--- config.mk ---
export PLATFORM = sky130hd
export DESIGN_NAME = enha_block_scheduler_flat
export DESIGN_NICKNAME = d
export VERILOG_FILES = /design/src/rtl/enha_sched_pkg.sv /design/src/rtl/enha_block_scheduler_if.sv /design/src/rtl/enha_edge_det.sv /design/src/rtl/enha_block_scheduler.sv /design/src/flat_wrapper.sv
export SDC_FILE = /design/constraint.sdc
export NUM_CORES = 1
export LEC_CHECK = 0
export ABC_CLOCK_PERIOD_IN_PS = 4700
export BUFFER_PORTS_ARGS = -buffer_cell sky130_fd_sc_hd__buf_2
export CAP_MARGIN = 20
export CORE_MARGIN = 3
export CORE_UTILIZATION = 46
export CTS_BUF_LIST = sky130_fd_sc_hd__clkbuf_8
export CTS_CLUSTER_DIAMETER = 100
export DETAILED_ROUTE_END_ITERATION = 6
export GPL_TIMING_DRIVEN = 0
export PLACE_DENSITY = 0.65
export SYNTH_ARGS = -nofsm -noshare
export SYNTH_HDL_FRONTEND = slang
export SYNTH_HIERARCHICAL = 1
export SYNTH_SLANG_ARGS = --single-unit
--- constraint.sdc ---
create_clock -name iODCK -period 4.7 [get_ports iODCK]
set_clock_uncertainty 0.2 [all_clocks]
set_input_delay 1.175 -clock iODCK [delete_from_list [all_inputs] [get_ports iODCK]]
set_output_delay 1.175 -clock iODCK [all_outputs]
set_load 0.02 [all_outputs]
--- src/rtl/enha_sched_pkg.sv ---
// Shared types and widths for the enhancement-path block scheduler.
package enha_sched_pkg;

    localparam int unsigned BLK_DATA_W = 8;
    localparam int unsigned LINESUM_W  = 14;
    localparam int unsigned VCNT_W     = 7;
    localparam int unsigned BLK_IDX_W  = 4;

    typedef enum logic [1:0] {
        IDLE   = 2'd0,
        ACTIVE = 2'd1,
        DONE   = 2'd2
    } schedState_t;

    typedef struct packed {
        logic [BLK_DATA_W-1:0] blockData;
        logic [LINESUM_W-1:0]  lineSum;
    } blkPayload_t;

endpackage

--- src/rtl/enha_block_scheduler_if.sv ---
// Valid/ready channel from the block-average stage into the scheduler.
interface enha_block_scheduler_if;
    import enha_sched_pkg::*;

    logic                  iAvgValid;
    logic [BLK_DATA_W-1:0] iBlockData;
    logic [LINESUM_W-1:0]  iLineSum;
    logic                  oAvgReady;

    modport master (output iAvgValid, iBlockData, iLineSum, input oAvgReady);
    modport slave  (input iAvgValid, iBlockData, iLineSum, output oAvgReady);
endinterface

--- src/rtl/enha_edge_det.sv ---
// Registered rise/fall pulse generator for a synchronous level input.
module enha_edge_det (
    input  logic clk,
    input  logic rstN,
    input  logic sig,
    output logic rise,
    output logic fall
);
    logic sigQ;

    always_ff @(posedge clk or negedge rstN) begin
        if (!rstN) begin
            sigQ <= 1'b0;
            rise <= 1'b0;
            fall <= 1'b0;
        end else begin
            sigQ <= sig;
            rise <= sig & ~sigQ;
            fall <= ~sig & sigQ;
        end
    end
endmodule

--- src/rtl/enha_block_scheduler.sv ---
// Holds one averaged block and issues it to the enhancement path during horizontal blanking.
// Optional ENHA_SCHED_FORCE_ISSUE_EN: force the issue after MAX_WAIT held cycles and flag it on oForced.
module enha_block_scheduler
    import enha_sched_pkg::*;
#(
    parameter int unsigned BLK_COLS      = 8,
    parameter int unsigned BLK_ROWS      = 6,
    parameter int unsigned LINES_PER_ROW = 90
`ifdef ENHA_SCHED_FORCE_ISSUE_EN
    , parameter int unsigned MAX_WAIT    = 255
`endif
) (
    input  logic                  iODCK,
    input  logic                  iRST,
    input  logic                  iV_Duty,
    input  logic                  iH_Duty,
    enha_block_scheduler_if.slave avg,
    output logic                  oWEA,
    output logic [BLK_DATA_W-1:0] oBlockData,
    output logic [LINESUM_W-1:0]  oLineSum,
    output logic [VCNT_W-1:0]     oV_Block_Duty_Count,
    output logic [BLK_IDX_W-1:0]  oBlkCol,
    output logic [BLK_IDX_W-1:0]  oBlkRow,
    output logic                  oFrameDone,
    output logic                  oUnderrun
`ifdef ENHA_SCHED_FORCE_ISSUE_EN
    , output logic                oForced
`endif
);

    schedState_t          state;
    blkPayload_t          hold;
    logic                 holdFull;
    logic [BLK_IDX_W-1:0] col;
    logic [BLK_IDX_W-1:0] row;
    logic                 vRise, vFall, hFall, hRiseUnused;
    logic                 accept, issue, lastBlk, forceNow;

    enha_edge_det uVEdge (.clk(iODCK), .rstN(iRST), .sig(iV_Duty), .rise(vRise), .fall(vFall));
    enha_edge_det uHEdge (.clk(iODCK), .rstN(iRST), .sig(iH_Duty), .rise(hRiseUnused), .fall(hFall));

    assign avg.oAvgReady = (state == ACTIVE) && !holdFull;
    assign accept        = avg.iAvgValid && avg.oAvgReady;
    assign issue         = (state == ACTIVE) && holdFull && (!iH_Duty || forceNow);
    assign lastBlk       = (col == BLK_IDX_W'(BLK_COLS - 1)) && (row == BLK_IDX_W'(BLK_ROWS - 1));

`ifdef ENHA_SCHED_FORCE_ISSUE_EN
    localparam int unsigned WAIT_W = 10;
    logic [WAIT_W-1:0] waitCnt;

    assign forceNow = (waitCnt == WAIT_W'(MAX_WAIT));

    // Counts only cycles where a full hold register is blocked by active video.
    always_ff @(posedge iODCK or negedge iRST) begin
        if (!iRST) begin
            waitCnt <= '0;
        end else if (issue || !holdFull || (state != ACTIVE)) begin
            waitCnt <= '0;
        end else if (iH_Duty) begin
            waitCnt <= waitCnt + 1'b1;
        end
    end
`else
    assign forceNow = 1'b0;
`endif

    always_ff @(posedge iODCK or negedge iRST) begin
        if (!iRST) begin
            state               <= IDLE;
            hold                <= '0;
            holdFull            <= 1'b0;
            col                 <= '0;
            row                 <= '0;
            oWEA                <= 1'b0;
            oBlockData          <= '0;
            oLineSum            <= '0;
            oV_Block_Duty_Count <= '0;
            oBlkCol             <= '0;
            oBlkRow             <= '0;
            oFrameDone          <= 1'b0;
            oUnderrun           <= 1'b0;
`ifdef ENHA_SCHED_FORCE_ISSUE_EN
            oForced             <= 1'b0;
`endif
        end else begin
            oWEA       <= 1'b0;
`ifdef ENHA_SCHED_FORCE_ISSUE_EN
            oForced    <= 1'b0;
`endif
            // Frame-done pulse follows the cycle that presented the final block.
            oFrameDone <= oWEA && (oBlkCol == BLK_IDX_W'(BLK_COLS - 1))
                               && (oBlkRow == BLK_IDX_W'(BLK_ROWS - 1));

            if (hFall && (state != IDLE)) begin
                oV_Block_Duty_Count <= (oV_Block_Duty_Count == VCNT_W'(LINES_PER_ROW - 1))
                                       ? '0 : oV_Block_Duty_Count + 1'b1;
            end

            if (accept) begin
                hold.blockData <= avg.iBlockData;
                hold.lineSum   <= avg.iLineSum;
                holdFull       <= 1'b1;
            end

            if (issue) begin
                oWEA       <= 1'b1;
                oBlockData <= hold.blockData;
                oLineSum   <= hold.lineSum;
                oBlkCol    <= col;
                oBlkRow    <= row;
                holdFull   <= 1'b0;
`ifdef ENHA_SCHED_FORCE_ISSUE_EN
                oForced    <= iH_Duty;
`endif
                if (col == BLK_IDX_W'(BLK_COLS - 1)) begin
                    col <= '0;
                    row <= row + 1'b1;
                end else begin
                    col <= col + 1'b1;
                end
            end

            // A frame end arriving with the final issue still counts as complete.
            case (state)
                IDLE: begin
                    if (vRise) begin
                        state               <= ACTIVE;
                        col                 <= '0;
                        row                 <= '0;
                        oV_Block_Duty_Count <= '0;
                        oUnderrun           <= 1'b0;
                    end
                end
                ACTIVE: begin
                    if (vFall) begin
                        state    <= IDLE;
                        holdFull <= 1'b0;
                        if (!(issue && lastBlk)) oUnderrun <= 1'b1;
                    end else if (issue && lastBlk) begin
                        state <= DONE;
                    end
                end
                DONE: begin
                    if (vFall) state <= IDLE;
                end
                default: state <= IDLE;
            endcase
        end
    end
endmodule

--- src/flat_wrapper.sv ---
// flat-port wrapper written by rule: the top's interface ports become plain ports
module enha_block_scheduler_flat import enha_sched_pkg::*;
#(
    parameter int unsigned BLK_COLS      = 8,
    parameter int unsigned BLK_ROWS      = 6,
    parameter int unsigned LINES_PER_ROW = 90

)
  (iODCK, iRST, iV_Duty, iH_Duty, oWEA, oBlockData, oLineSum, oV_Block_Duty_Count, oBlkCol, oBlkRow, oFrameDone, oUnderrun, avg_iAvgValid, avg_iBlockData, avg_iLineSum, avg_oAvgReady);
  enha_block_scheduler_if avg_i ();
  input  logic iODCK;
  input  logic iRST;
  input  logic iV_Duty;
  input  logic iH_Duty;
  output logic oWEA;
  output logic [BLK_DATA_W-1:0] oBlockData;
  output logic [LINESUM_W-1:0] oLineSum;
  output logic [VCNT_W-1:0] oV_Block_Duty_Count;
  output logic [BLK_IDX_W-1:0] oBlkCol;
  output logic [BLK_IDX_W-1:0] oBlkRow;
  output logic oFrameDone;
  output logic oUnderrun;
  input wire logic [$bits(avg_i.iAvgValid)-1:0] avg_iAvgValid;
  input wire logic [$bits(avg_i.iBlockData)-1:0] avg_iBlockData;
  input wire logic [$bits(avg_i.iLineSum)-1:0] avg_iLineSum;
  output wire logic [$bits(avg_i.oAvgReady)-1:0] avg_oAvgReady;
  assign avg_i.iAvgValid = avg_iAvgValid;
  assign avg_i.iBlockData = avg_iBlockData;
  assign avg_i.iLineSum = avg_iLineSum;
  assign avg_oAvgReady = avg_i.oAvgReady;
  enha_block_scheduler #(.BLK_COLS(BLK_COLS), .BLK_ROWS(BLK_ROWS), .LINES_PER_ROW(LINES_PER_ROW)) u_core (.iODCK(iODCK), .iRST(iRST), .iV_Duty(iV_Duty), .iH_Duty(iH_Duty), .avg(avg_i), .oWEA(oWEA), .oBlockData(oBlockData), .oLineSum(oLineSum), .oV_Block_Duty_Count(oV_Block_Duty_Count), .oBlkCol(oBlkCol), .oBlkRow(oBlkRow), .oFrameDone(oFrameDone), .oUnderrun(oUnderrun));
endmodule
==> flow_results.org, run 1 <==
** Finish
- The number of antenna diodes in the final layout is 0.
- Most common cell after layout, fill and taps aside :: sky130_fd_sc_hd__dfrtp_1
- Non-filler instance count after layout :: 390
- Fraction of final layout cells with drive strength greater than 1 :: 47.3%
- Area delta synth->final :: 20.7%
- The final layout contains between 300 and 400 nets.
- Most used cells in the layout excluding fill and tap cells :: sky130_fd_sc_hd__dfrtp_1, sky130_fd_sc_hd__buf_2, sky130_fd_sc_hd__mux2_2
- Cells fill 58.5% of the core in the end.
- Number of fill cells :: roughly 550

** Global route
- Largest net degree at the start of global routing :: 57
- For this run the aggregate overflow at the end of global routing stands at 0.
- Via count of the first global-routing pass :: between 2000 and 2500
- Number of antenna violations at the first check in global routing :: 0
- Total Routing Usage GR :: 16.5%
- The first global-routing pass estimated 9.85 mm of wire.

** STA
- Max-Slew Margin vs Limit :: approximately 55%
- Static timing analysis puts the maximum clock frequency at about 370 MHz.
- The final-report hold violation count was 0.
- Setup repair after global routing missed its margin :: false
- Worst-Margin Slew :: 667 ps
- After routing, the total negative slack on setup checks comes to 0 ps.
- The worst path uses between 50% and 60% of the clock period.
- After layout, the minimum clock period comes to 2680 ps.
- Post-route worst hold slack :: roughly 220 ps
- Pins Over Slew Limit :: 0
- Setup violations remaining at the end of the flow were counted as 0.

** Clocking
- After clock tree synthesis, the flow added hold-fix buffers numbering 0.
- After clock tree synthesis, the clock-pin slew on the worst setup and hold paths is roughly 70 ps.
- Number of CTS-inserted buffers :: 9
- Setup repair bufs after CTS :: 0
- Post-CTS repair changed the size of 0 cells.
- Clock tree root buffer cell :: sky130_fd_sc_hd__clkbuf_8
- Clk sink count :: 78
- The H-tree was split into 3 levels.
- TritonCTS built the clock tree.
- Skew-Pair Late Insertion Delay :: approximately 340 ps
- The clock passes through at most 2 buffers.

** Floorplan
- 68 I/O pins were placed.
- Row cnt :: 29
- Die Height :: 88.7 um
- Die area :: roughly 8000 um^2
- Floorplan Core Area :: about 6500 um^2
- In this run the horizontal extent of the chip is around 90 um.
- Once the floorplan was initialized, standard cells occupied 48.5% of the core.

** Critical path
- R2R depth :: 4
- Reg-to-reg critical path endpoint :: u_core/hold[5]$_DFFE_PN0P_
- CP arrival :: 1300 ps
- Data on the critical path is required at its endpoint by 3320 ps.
- Worst R2R Start :: u_core/state[1]$_DFFE_PN0P_
- The worst setup path is captured at an output pin.
- CP startpoint kind :: flip-flop
- The worst setup path is of the flip-flop to output pin kind.
- Register-to-Register Setup Slack :: roughly 2600 ps
- Of all nets on the critical path, the largest fanout is 5.
- Launching element of the worst setup path :: u_core/state[1]$_DFFE_PN0P_

** Logic synthesis
- Total standard cell area after synthesis :: approximately 3100 um^2
- Synthesized instance count :: 229
- For this run, the number of Yosys warnings is 6.
- When the netlist entered floorplanning its net count stood at around 260.
- In this run the mean area of a mapped cell was roughly 14 um^2.

** Placement
- Detailed placement HPWL :: approximately 4.0 mm
- IO Port Bufs :: 67
- The congestion estimate from routability-driven global placement came to between 0.7 and 0.8.
- Total placed cells including tap cells :: 374

** Route
- The routed design has a little under 6 mm of wire.
- The final route contains 2035 vias.
- DRC errors left :: 0
- In the final routed layout, each cell accounts on average for ~15 um.
- The first detailed-routing pass ran for 4 iterations.
- The detail route stage leaves a number of antenna-violating nets equal to 0.
- Number of vias per cell after detailed routing :: 5.22
- The first routing iteration left 66 violations.

** Pwr
- Summed over all cells, the static leakage comes to ~1.9 nW.
- Pwr/cell area :: approximately 560 nW/um^2
- Total power draw :: roughly 2.1 mW
- IR drop worst, VDD :: about 0.34 mV

** Worst hold path
- Hold path startpoint :: u_core/uVEdge/sigQ$_DFF_PN0_
- Tightest Hold Check Type :: flip-flop to flip-flop
- Min-Delay Endpoint :: u_core/uVEdge/rise$_DFF_PN0_
- Along the worst hold path, the cell count comes to 1.

** Status
- Outcome :: finished clean

** Job
- Max-cap violation count :: 0
metrics by stage:
stage               setup slack [ps]  instance area [um^2]
detailed placement              1920                  3610
global route                    1930                  3800
finish                          2020                  3800
floorplan                       2130                  3150
global placement                1680                  3580
CTS                             1980                  3800
how the worst max path moves through the flow:
stage	endpoint	slack, ps	cells past startpoint
after floorplan	u_core/oUnderrun$_DFFE_PN0P_	2130	5
after global placement	u_core/hold[19]$_DFFE_PN0P_	1680	1
after detailed placement	u_core/oUnderrun$_DFFE_PN0P_	1920	6
after CTS	avg_oAvgReady	1980	3
after global routing	avg_oAvgReady	1930	3
final	avg_oAvgReady	2020	3
registers in the layout, summed over array words and instances, names as in the netlist, 2 cells and up:
name,count
u_core/oV_Block_Duty_Count,7
u_core/hold,22
u_core/state,2
u_core/oLineSum,14
u_core/oBlockData,8
u_core/row,4
u_core/col,4
u_core/oBlkRow,4
u_core/oBlkCol,4
area by class of cell:
type / count / area [um^2] / share of cell area, %
sequential: 78 / 1950 / 51.4
multi-input combinational: 139 / 1140 / 29.9
timing repair buffer: 68 / 365 / 9.61
clock buffer: 9 / 124 / 3.26
tap: 77 / 96.3 / 2.54
clock inverter: 7 / 66.3 / 1.75
buffer: 8 / 43.8 / 1.15
inverter: 4 / 15.0 / 0.395
metal layers:
layer | wire length, um | up-vias | track usage, %
li1 | - | 968 | -
met1 | 2660 | 1017 | 21.2
met2 | 2730 | 43 | 25.8
met3 | 328 | 7 | 5.96
met4 | 46 | 0 | 5.77
met5 | 0 | - | 0
power by group:
group	switching, mW	internal (mW)	total (mW)
sequential	0.125	0.897	1.02
combinational	0.324	0.300	0.624
clock	0.238	0.241	0.480
total	0.687	1.44	2.13
worst max-delay path, stage by stage, from the launching register on:
cell	delay [ps]
sky130_fd_sc_hd__dfrtp_1	420
sky130_fd_sc_hd__nand2b_1	230
sky130_fd_sc_hd__nor2_1	140
sky130_fd_sc_hd__buf_2	180
(Power assumes the default switching activity.)
==> run 2: changes to the inputs <==
- ABC_CLOCK_PERIOD_IN_PS: 4700 -> 2400
- PLACE_DENSITY: 0.65 -> 0.68
- clock period: 4.7 -> 2.4 ns (I/O delays scaled with it)
==> run 2 against run 1 <==
Combinational power up 97%. Via count down 0.79%. Clock-buffer cell count unchanged. Sequential share of layout area up 0.51 points. Worst setup slack worse by 1700 ps. Largest cell class unchanged.
==> flow_results.org, run 2 (same netlist as run 1, synthesis figures left out) <==
** Floorplan
- The number of top-level pins came to 68 (unchanged).
- The starting density of the core is 48.5% (unchanged).
- The horizontal die dimension came to 88.7 um (unchanged).
- Die Height :: 88.7 um (unchanged)
- Die area :: 7870 um^2 (unchanged)
- Row cnt :: 29 (unchanged)
- Floorplan Core Area :: 6490 um^2 (unchanged)

** Finish
- Most used cells in the layout excluding fill and tap cells: sky130_fd_sc_hd__dfrtp_1, sky130_fd_sc_hd__buf_2, sky130_fd_sc_hd__mux2_2 (unchanged).
- The final cell area excluding filler cells is 3760 um^2 (was 3800 um^2).
- The area growth from synthesis to layout is 19.5% (was 20.7%).
- Largest register by flop count :: u_core/hold (unchanged)
- Largest regs: u_core/hold (22), u_core/oLineSum (14), u_core/oBlockData (8) (unchanged).
- The total area of sequential cells is 1950 um^2 (unchanged).
- Most common cell after layout, fill and taps aside :: sky130_fd_sc_hd__dfrtp_1 (unchanged)
- Number of fill cells :: 557 (was 553)
- Number of inserted diodes :: 0 (unchanged)
- Fraction of final layout cells with drive strength greater than 1 :: 46.6% (was 47.3%)
- The total number of nets in the final design is 341 (was 340).
- Number of flip-flops in the largest register :: 22 (unchanged)
- The area used by multi-input combinational logic was 1140 um^2 (unchanged).

** Critical path
- Worst path max stage delay :: 410 ps (was 420 ps)
- Maximum net fanout on the critical path :: 5 (unchanged)
- CP startpoint kind :: flip-flop (unchanged)
- CP arrival :: 1310 ps (was 1300 ps)
- Ordered cell list for the critical path: nand2b_1, nor2_1, buf_2 (unchanged).
- Setup CP Type :: flip-flop to output pin (unchanged)
- The slowest stage cell on the critical path was sky130_fd_sc_hd__dfrtp_1 (unchanged).
- The required time at the worst-slack endpoint is 1600 ps (was 3320 ps).
- The endpoint type of the worst setup path was an output pin (unchanged).

** Route
- Antenna violation net count after detailed routing :: 0 (unchanged)
- The routed wire length came to 5.67 mm (was 5.77 mm).
- The iteration-0 DRC count of the detailed router is 71 (was 66).
- Number of vias per cell after detailed routing :: 5.20 (was 5.22)
- The count of TritonRoute iterations in the first routing pass is 4 (unchanged).
- The detailed-route wire length per cell is 14.6 um (was 14.8 um).
- Number of vias after detailed routing :: 2019 (was 2035)
- DRC errors left :: 0 (unchanged)

** Clocking
- The worst-case clock buffer depth came to 2 (unchanged).
- The clock tree from TritonCTS is yes (unchanged).
- The number of CTS-inserted buffers was 9 (unchanged).
- Number of hold buffers added after cts :: 1 (was 0)
- Setup repair bufs after CTS :: 0 (unchanged)
- Skew-Pair Late Insertion Delay :: 330 ps (was 340 ps)
- The cell at the root of the clock tree is sky130_fd_sc_hd__clkbuf_8 (unchanged).
- The number of clock sinks is 78 (unchanged).
- The H-tree depth reported by CTS was 3 (unchanged).
- The CTS clock-pin slew for the worst setup and hold paths was 70 ps (about the same).
- The quantity of gates resized following cts was 0 (unchanged).

** STA
- The final-report hold violation count came to 0 (unchanged).
- Max-Slew Margin vs Limit :: 57.4% (was 55.2%)
- Pins Over Slew Limit :: 0 (unchanged)
- Setup violations, final :: 0 (unchanged)
- Timing would allow up to roughly 470 MHz.
- Setup Total Neg Slack :: 0 ps (unchanged)
- Worst-Margin Slew :: 635 ps (was 667 ps)
- After layout, the minimum clock period comes to about 2100 ps.
- Setup repair after global routing missed its margin: false (unchanged).
- Share of the clock period used by the worst path after layout :: 87.9%

** Global route
- The overall routing resource usage was 16.1% (was 16.5%).
- Via count of the first global-routing pass :: 2001 (was 2063)
- The number of antenna violations at the first check in global routing is 0 (unchanged).
- The pin count of the biggest net entering global routing came to 58 (was 57).
- The remaining global-route overflow came to 0 (unchanged).
- The wire length of the first global-routing pass is 9.58 mm (was 9.85 mm).

** Placement
- The standard cell area after detailed placement was 3610 um^2 (unchanged).
- The post-detailed-placement half-perimeter wirelength is 4.03 mm (was 4.04 mm).
- RD Place Congestion :: 0.755 (was 0.734)
- The number of I/O port buffers came to 67 (unchanged).

** Pwr
- Pwr/cell area :: 1060 nW/um^2 (was 559 nW/um^2)
- Internal power :: 2.70 mW (was 1.44 mW)
- Leak pwr :: 1.85 nW (was 1.86 nW)
- The switching power summed over all nets came to 1.29 mW (was 0.687 mW).
- The proportion of total power due to net switching is 32.4% (was 32.3%).
- IR drop worst, VDD :: 0.511 mV (was 0.342 mV)
- Logic pwr share :: 30.7% (was 29.4%)
- Total power draw :: 3.99 mW (was 2.13 mW)
- The portion of total power attributed to sequential cells is 50.0% (was 48.1%).
- The clock share of power is 19.3% (was 22.6%).

** Status
- Outcome: finished clean (unchanged).

** Job
- The total of max-cap violations came to 0 (unchanged).

** Worst hold path
- Tightest Hold Check Type :: primary input to flip-flop (was flip-flop to flip-flop)
[run 2: cell count changes in the layout (fill, tap and decap cells not counted), sizes merged]
cell         before  now
clkinvlp          3    0
clkinv            2    3
bufinv            1    0
dlygate4sd3       0    1
[run 2: metal layers]
metal	up-vias	wire length, um	global-route usage [%]
li1	961	-	-
met1	1007	2510	21.0
met2	44	2820	25.4
met3	7	276	4.56
met4	0	64	6.59
met5	-	0	0
[run 2: worst paths after layout]
| kind | endpoint | startpoint | cells past startpoint | slack, ps |
|---|---|---|---|---|
| worst max register to register | u_core/hold[13]$_DFFE_PN0P_ | u_core/state[1]$_DFFE_PN0P_ | 4 | 320 |
| min in group asynchronous | u_core/oBlkCol[3]$_DFFE_PN0N_ | iRST | 2 | 500 |
| worst min register to register | u_core/uVEdge/rise$_DFF_PN0_ | u_core/uVEdge/sigQ$_DFF_PN0_ | 1 | 220 |
| worst max-delay path | avg_oAvgReady | u_core/state[1]$_DFFE_PN0P_ | 3 | 290 |
| worst min-delay path | u_core/uVEdge/sigQ$_DFF_PN0_ | iV_Duty | 1 | 200 |
| max in group asynchronous | u_core/hold[14]$_DFFE_PN0P_ | iRST | 3 | 930 |
[run 2: critical path: cells and delay by family, from the launching register on]
family                 cells  cell delay [ps]
AND/OR/NAND/NOR            2              390
buffers and inverters      1              180
flip-flops                 1              410
[run 2: cell type report]
type                            instances  share of cell area, %
Inverter                                4                  0.399
Timing Repair Buffer                   69                   9.98
Tap cell                               77                   2.56
Buffer                                  8                   1.16
Multi-Input combinational cell        139                   30.2
Clock inverter                          4                  0.499
Sequential cell                        78                   51.9
Clock buffer                            9                   3.29
[run 2: through the flow]
step	utilization, %	setup slack [ps]	hold slack [ps]	instances
after floorplan	-	409	104	229
after global placement	55.1	-16.8	203	373
after detailed placement	55.6	187	218	374
after CTS	57.9	275	181	388
after global routing	57.9	198	185	388
final	57.9	291	200	388
[run 2: power by group through the flow]
stage          clock network, mW  logic (mW)  registers [mW]
3_5_place_dp                   0        1.25            2.02
3_3_place_gp                   0        1.22            2.00
2_1_floorplan                  0       0.575            2.26
6_report                   0.770        1.23            1.99
4_1_cts                    0.798        1.25            2.00
5_1_grt                    0.857        1.33            2.06
